**config.mk**
```make
export PLATFORM = sky130hd
export DESIGN_NAME = uart_rx_fifo
export DESIGN_NICKNAME = d
export VERILOG_FILES = /design/src/rtl/uart_rx_fifo.sv
export SDC_FILE = /design/constraint.sdc
export NUM_CORES = 1
export LEC_CHECK = 0
export CORE_MARGIN = 10
export CORE_UTILIZATION = 50
export DETAILED_ROUTE_END_ITERATION = 7
export PLACE_DENSITY_LB_ADDON = 0.08
export SLEW_MARGIN = 20
export SYNTH_ARGS = -nofsm -noshare
export SYNTH_HDL_FRONTEND = slang
export SYNTH_SLANG_ARGS = --single-unit
export TNS_END_PERCENT = 20
```
**constraint.sdc**
```tcl
create_clock -name clk_i -period 6.47 [get_ports clk_i]
set_input_delay 1.294 -clock clk_i [delete_from_list [all_inputs] [get_ports clk_i]]
set_output_delay 1.294 -clock clk_i [all_outputs]
set_load 0.03 [all_outputs]
```
**src/rtl/uart_rx_fifo.sv**
```systemverilog
// uart_rx_fifo: first-word-fall-through byte buffer behind uart_rx, tagging each byte with its BREAK flag.
// Latency: a byte pushed at edge N is on rd_data_o just after edge N; a pop takes effect at the edge.
// Backpressure: rd_ready_i stalls the consumer side; a push into a full FIFO with no pop is dropped and sets sticky overflow_o.
// Ports:
//   clk_i, reset_i (async, active-high)
//   uart_rx_valid_i / uart_rx_data_i / uart_rx_break_i : one-cycle byte report from uart_rx
//   rd_valid_o / rd_ready_i / rd_data_o / rd_break_o   : head entry, valid/ready handshake
//   level_o, empty_o, full_o, almost_full_o            : fill status
//   overflow_o / overflow_clr_i                        : sticky drop flag and its clear
module uart_rx_fifo #(
  parameter int DEPTH       = 16,
  parameter int ALMOST_FULL = 12
) (
  input  logic                       clk_i,
  input  logic                       reset_i,
  input  logic                       uart_rx_valid_i,
  input  logic [7:0]                 uart_rx_data_i,
  input  logic                       uart_rx_break_i,
  output logic                       rd_valid_o,
  input  logic                       rd_ready_i,
  output logic [7:0]                 rd_data_o,
  output logic                       rd_break_o,
  output logic [$clog2(DEPTH):0]     level_o,
  output logic                       empty_o,
  output logic                       full_o,
  output logic                       almost_full_o,
  output logic                       overflow_o,
  input  logic                       overflow_clr_i
);

  localparam int AW = $clog2(DEPTH);
  localparam int PW = AW + 1;
  localparam logic [PW-1:0] AF_LEVEL = PW'(ALMOST_FULL);

  // {break, data}; storage is deliberately left unreset.
  logic [8:0]    mem_q [DEPTH];

  logic [PW-1:0] wr_ptr_q, wr_ptr_d;
  logic [PW-1:0] rd_ptr_q, rd_ptr_d;
  logic          overflow_q, overflow_d;

  logic [AW-1:0] wr_idx;
  logic [AW-1:0] rd_idx;
  logic          empty;
  logic          full;
  logic          pop;
  logic          push;
  logic          drop;
  logic [8:0]    head;

  assign wr_idx = wr_ptr_q[AW-1:0];
  assign rd_idx = rd_ptr_q[AW-1:0];

  // The MSB of each pointer is a wrap bit: equal indices with differing
  // wrap bits means the writer is a full lap ahead of the reader.
  assign empty = (wr_ptr_q == rd_ptr_q);
  assign full  = (wr_idx == rd_idx) && (wr_ptr_q[AW] != rd_ptr_q[AW]);

  assign pop  = !empty && rd_ready_i;
  // A push into a full FIFO is still taken when the head leaves in the
  // same cycle; it overwrites the slot being vacated.
  assign push = uart_rx_valid_i && (!full || pop);
  assign drop = uart_rx_valid_i && full && !pop;

  always_comb begin
    wr_ptr_d   = wr_ptr_q;
    rd_ptr_d   = rd_ptr_q;
    overflow_d = overflow_q;
    if (push) begin
      wr_ptr_d = wr_ptr_q + 1'b1;
    end
    if (pop) begin
      rd_ptr_d = rd_ptr_q + 1'b1;
    end
    // A fresh drop wins over a clear in the same cycle.
    if (drop) begin
      overflow_d = 1'b1;
    end else if (overflow_clr_i) begin
      overflow_d = 1'b0;
    end
  end

  always_ff @(posedge clk_i or posedge reset_i) begin
    if (reset_i) begin
      wr_ptr_q   <= '0;
      rd_ptr_q   <= '0;
      overflow_q <= 1'b0;
    end else begin
      wr_ptr_q   <= wr_ptr_d;
      rd_ptr_q   <= rd_ptr_d;
      overflow_q <= overflow_d;
    end
  end

  always_ff @(posedge clk_i) begin
    if (push && !reset_i) begin
      mem_q[wr_idx] <= {uart_rx_break_i, uart_rx_data_i};
    end
  end

  assign head = mem_q[rd_idx];

  assign rd_valid_o    = !empty;
  assign rd_data_o     = empty ? 8'h00 : head[7:0];
  assign rd_break_o    = empty ? 1'b0  : head[8];
  assign level_o       = wr_ptr_q - rd_ptr_q;
  assign empty_o       = empty;
  assign full_o        = full;
  assign almost_full_o = (level_o >= AF_LEVEL);
  assign overflow_o    = overflow_q;

endmodule

```
==> metrics.csv <==
metric;value;unit
Max Clk Rate;209;MHz
Post-Syn Nets;365;
Filler cells;978;
WL met2;6.03;mm
CP Class;reg -> out;
post-CTS setup buffer count;0;
CTS tree;built;
Overflow after GRT;0;
status;complete, no violations;
EDFF count, synth;144;
r2r worst-path depth;7;
largest net degree at the start of global routing;27;
Critical R2R Launch;rd_ptr_q[1];
Slew HR;0.252;
clk_lat worst skew;0.42;ns
nets@finish;404;
total wire length;12.4;mm
met3 routed WL;626;µm
type of origin of the critical path;flop;
Via density;5.60;
gpl congestion;0.804;
worst reg2reg setup slack;2.92;ns
count of cell types in the netlist;35;
cts repair resizes;0;
Die Span Y;134;µm
Pre-antenna DRT Iters;4;
ant diodes;0;
ys async rst share;0.0710;
Worst path top cell family by delay;buffers and inverters;
initial antenna violation count;0;
Total GRT Usage;0.146;
P&R area growth vs syn;14.0;%
DRT met1 WL;5.60;mm
Die W;134;µm
clock buffer count from CTS;17;
H-tree levels;4;
initial drt markers;214;
vias after detailed routing;3141;
worst-case clock skew;0.0122;ns
Worst VDD drop;0.319;mV
worst slew pin tran;1.12;ns
RSZ-0062 raised after global routing;no;
io pins;33;
arrival time at the worst endpoint;3.48;ns
final hold vios;0;
Core Rows;41;
Die Area;17900;µm²
Worst-path clk slew;0.05;ns
Worst Path Buf+Inv;3;
clk sink count;155;
post-route setup TNS;0;ns
setup violators final;0;
first-pass GRT wire length;19.0;mm
worst-path cell chain;buf_4 -> inv_1 -> ha_1 -> nand4_1 -> or2_2 -> o21ai_1 -> a21oi_1 -> clkdlybuf4s50_1;
PortBufs;32;
hold path cells;2;
DRT antenna net count;0;
ys flop type;edfxtp_1;
core box area;12700;µm²
Residual DRC;0;
hold path startpoint;overflow_o;
PD cells;484;nW/µm²
CP Capture Type;output pin;
cts hold-fix bufs;0;
layout cell share with drive strength beyond 1;0.144;
min cycle time layout;4.77;ns
dpl hpwl;7.84;mm
Initial Util;0.511;
final period utilization;0.738;
Yosys warnings;0;
Leak Pwr;0.00251;µW
wire per inst;22.2;µm
post-layout util;0.583;
Final Slew Violations;0;
HP Class;reg -> reg;
FF+latch count, synth;155;
vias in the first global route;3296;
Post-Syn Area per Cell;19.0;µm²
Hold Path End;overflow_o;
clk buf depth;2;
Mapped Area;6480;µm²
register area share after synthesis;0.710;
post-synthesis instance total;341;
clk root buf;clkbuf_16;
Max Used Layer;met4;
WP data required;5.18;ns
Crit Path Max Fanout;26;
worst r2r dst;mem_q[10][6];
CP max stage cell;clkdlybuf4s50_1;
max cap viols;0;
crit-path max cell delay;0.73;ns
==> sequential cells by signal, summed over array words and instances (netlist names) <==
register / flops
mem_q: 144
overflow_o: 1
rd_ptr_q: 5
wr_ptr_q: 5
==> report_power, final <==
group / total (µW) / internal (µW) / leakage, µW / switching, µW
Sequential: 1300 / 1180 / 0.00143 / 120
Clock: 817 / 474 / 0.000234 / 343
Combinational: 1450 / 659 / 0.000852 / 795
==> Yosys cell counts, drive strengths merged (2+ instances only) <==
cell type / count / share of area
mux4: 33 / 0.12
dfrtp: 11 / 0.042
xnor2: 10 / 0.014
buf: 11 / 0.013
a21oi: 9 / 0.0070
o21ai: 12 / 0.0099
and3: 3 / 0.0029
nor2b: 2 / 0.0019
nor2: 20 / 0.012
mux2i: 15 / 0.023
nand3: 6 / 0.0046
inv: 13 / 0.0075
ha: 9 / 0.017
xor2: 2 / 0.0027
nand2: 11 / 0.0064
clkbuf: 5 / 0.0075
mux2: 10 / 0.017
nand3b: 4 / 0.0046
nand4: 4 / 0.0039
edfxtp: 144 / 0.67
==> logic make-up after synthesis <==
kind of cell    count (synthesis)  synth area share
mux                            58             0.165
fa+ha+maj                      10            0.0205
simple gates                   52            0.0379
xor+xnor                       12            0.0162
compound gates                 25            0.0220
buf+inv                        29            0.0282
flops                         155             0.710
==> worst register-to-register path, delay by kind of cell (launching register included) <==
| kind | cells | cell delay, ns |
|---|---|---|
| and+or+nand+nor | 3 | 1.22 |
| buffers and inverters | 2 | 0.55 |
| adders and majority gates | 1 | 0.29 |
| AOI/OAI and AO/OA | 1 | 0.39 |
| DFF | 1 | 0.71 |
==> area by class of cell <==
class | instances | area [µm²] | share of cell area
clock buffer | 22 | 444 | 0.0601
clock inverter | 6 | 27.5 | 0.00373
inverter | 13 | 48.8 | 0.00661
multi-input combinational | 157 | 1700 | 0.230
sequential | 155 | 4600 | 0.623
tap | 172 | 215 | 0.0291
timing repair buffer | 36 | 350 | 0.0474
==> worst max-delay path by stage <==
| stage | cells past startpoint | end | startpoint |
|---|---|---|---|
| 3_5_place_dp | 8 | rd_data_o[5] | rd_ptr_q[1] |
| 2_1_floorplan | 9 | rd_data_o[6] | rd_ptr_q[1] |
| 4_1_cts | 8 | rd_data_o[5] | rd_ptr_q[1] |
| 3_3_place_gp | 8 | rd_data_o[5] | rd_ptr_q[1] |
| 6_report | 8 | rd_data_o[5] | rd_ptr_q[1] |
| 5_1_grt | 8 | rd_data_o[5] | rd_ptr_q[1] |
==> layer usage <==
metal | GRT usage | vias up
met5 | 0 | -
met4 | 0.0659 | 0
met3 | 0.0396 | 12
met2 | 0.232 | 73
met1 | 0.183 | 1622
li1 | - | 1434
==> cells in the final DEF, fill, tap and decap left out <==
master and n:
o21ai_2 1, dfrtp_1 9, a21oi_1 9, and3_1 3
or2_2 1, clkinv_1 2, nor2_1 19, inv_1 13
o21ai_0 4, o21ai_1 7, buf_4 4, clkdlybuf4s50_1 32
dfrtp_2 2, mux2_2 10, clkbuf_1 5, mux2i_1 15
nor2b_1 2, o221ai_1 1, xnor2_1 10, o31a_1 1
or3_1 1, ha_1 9, nand4_1 4, o31ai_1 1
fa_1 1, xor2_1 2, nor2_2 1, mux4_1 17
mux4_2 16, clkbuf_16 17, edfxtp_1 144, nand3b_1 4
nand3_1 6, a211o_1 1, clkinv_2 4, nand2_1 11
==> through the flow <==
| step | setup WS (ns) | power, µW | hold WS, ns | instances | cell area [µm²] |
|---|---|---|---|---|---|
| 3_3_place_gp | 2.16 | 2780 | 0.515 | 533 | 6910 |
| 3_5_place_dp | 2.12 | 2800 | 0.527 | 533 | 6910 |
| 6_report | 1.70 | 3570 | 0.532 | 561 | 7390 |
| 2_1_floorplan | 2.57 | 2320 | 0.501 | 341 | 6480 |
| 4_1_cts | 1.65 | 3610 | 0.535 | 561 | 7380 |
| 5_1_grt | 1.46 | 3760 | 0.565 | 561 | 7390 |
Note: power is estimated with default switching activity, not from simulation.
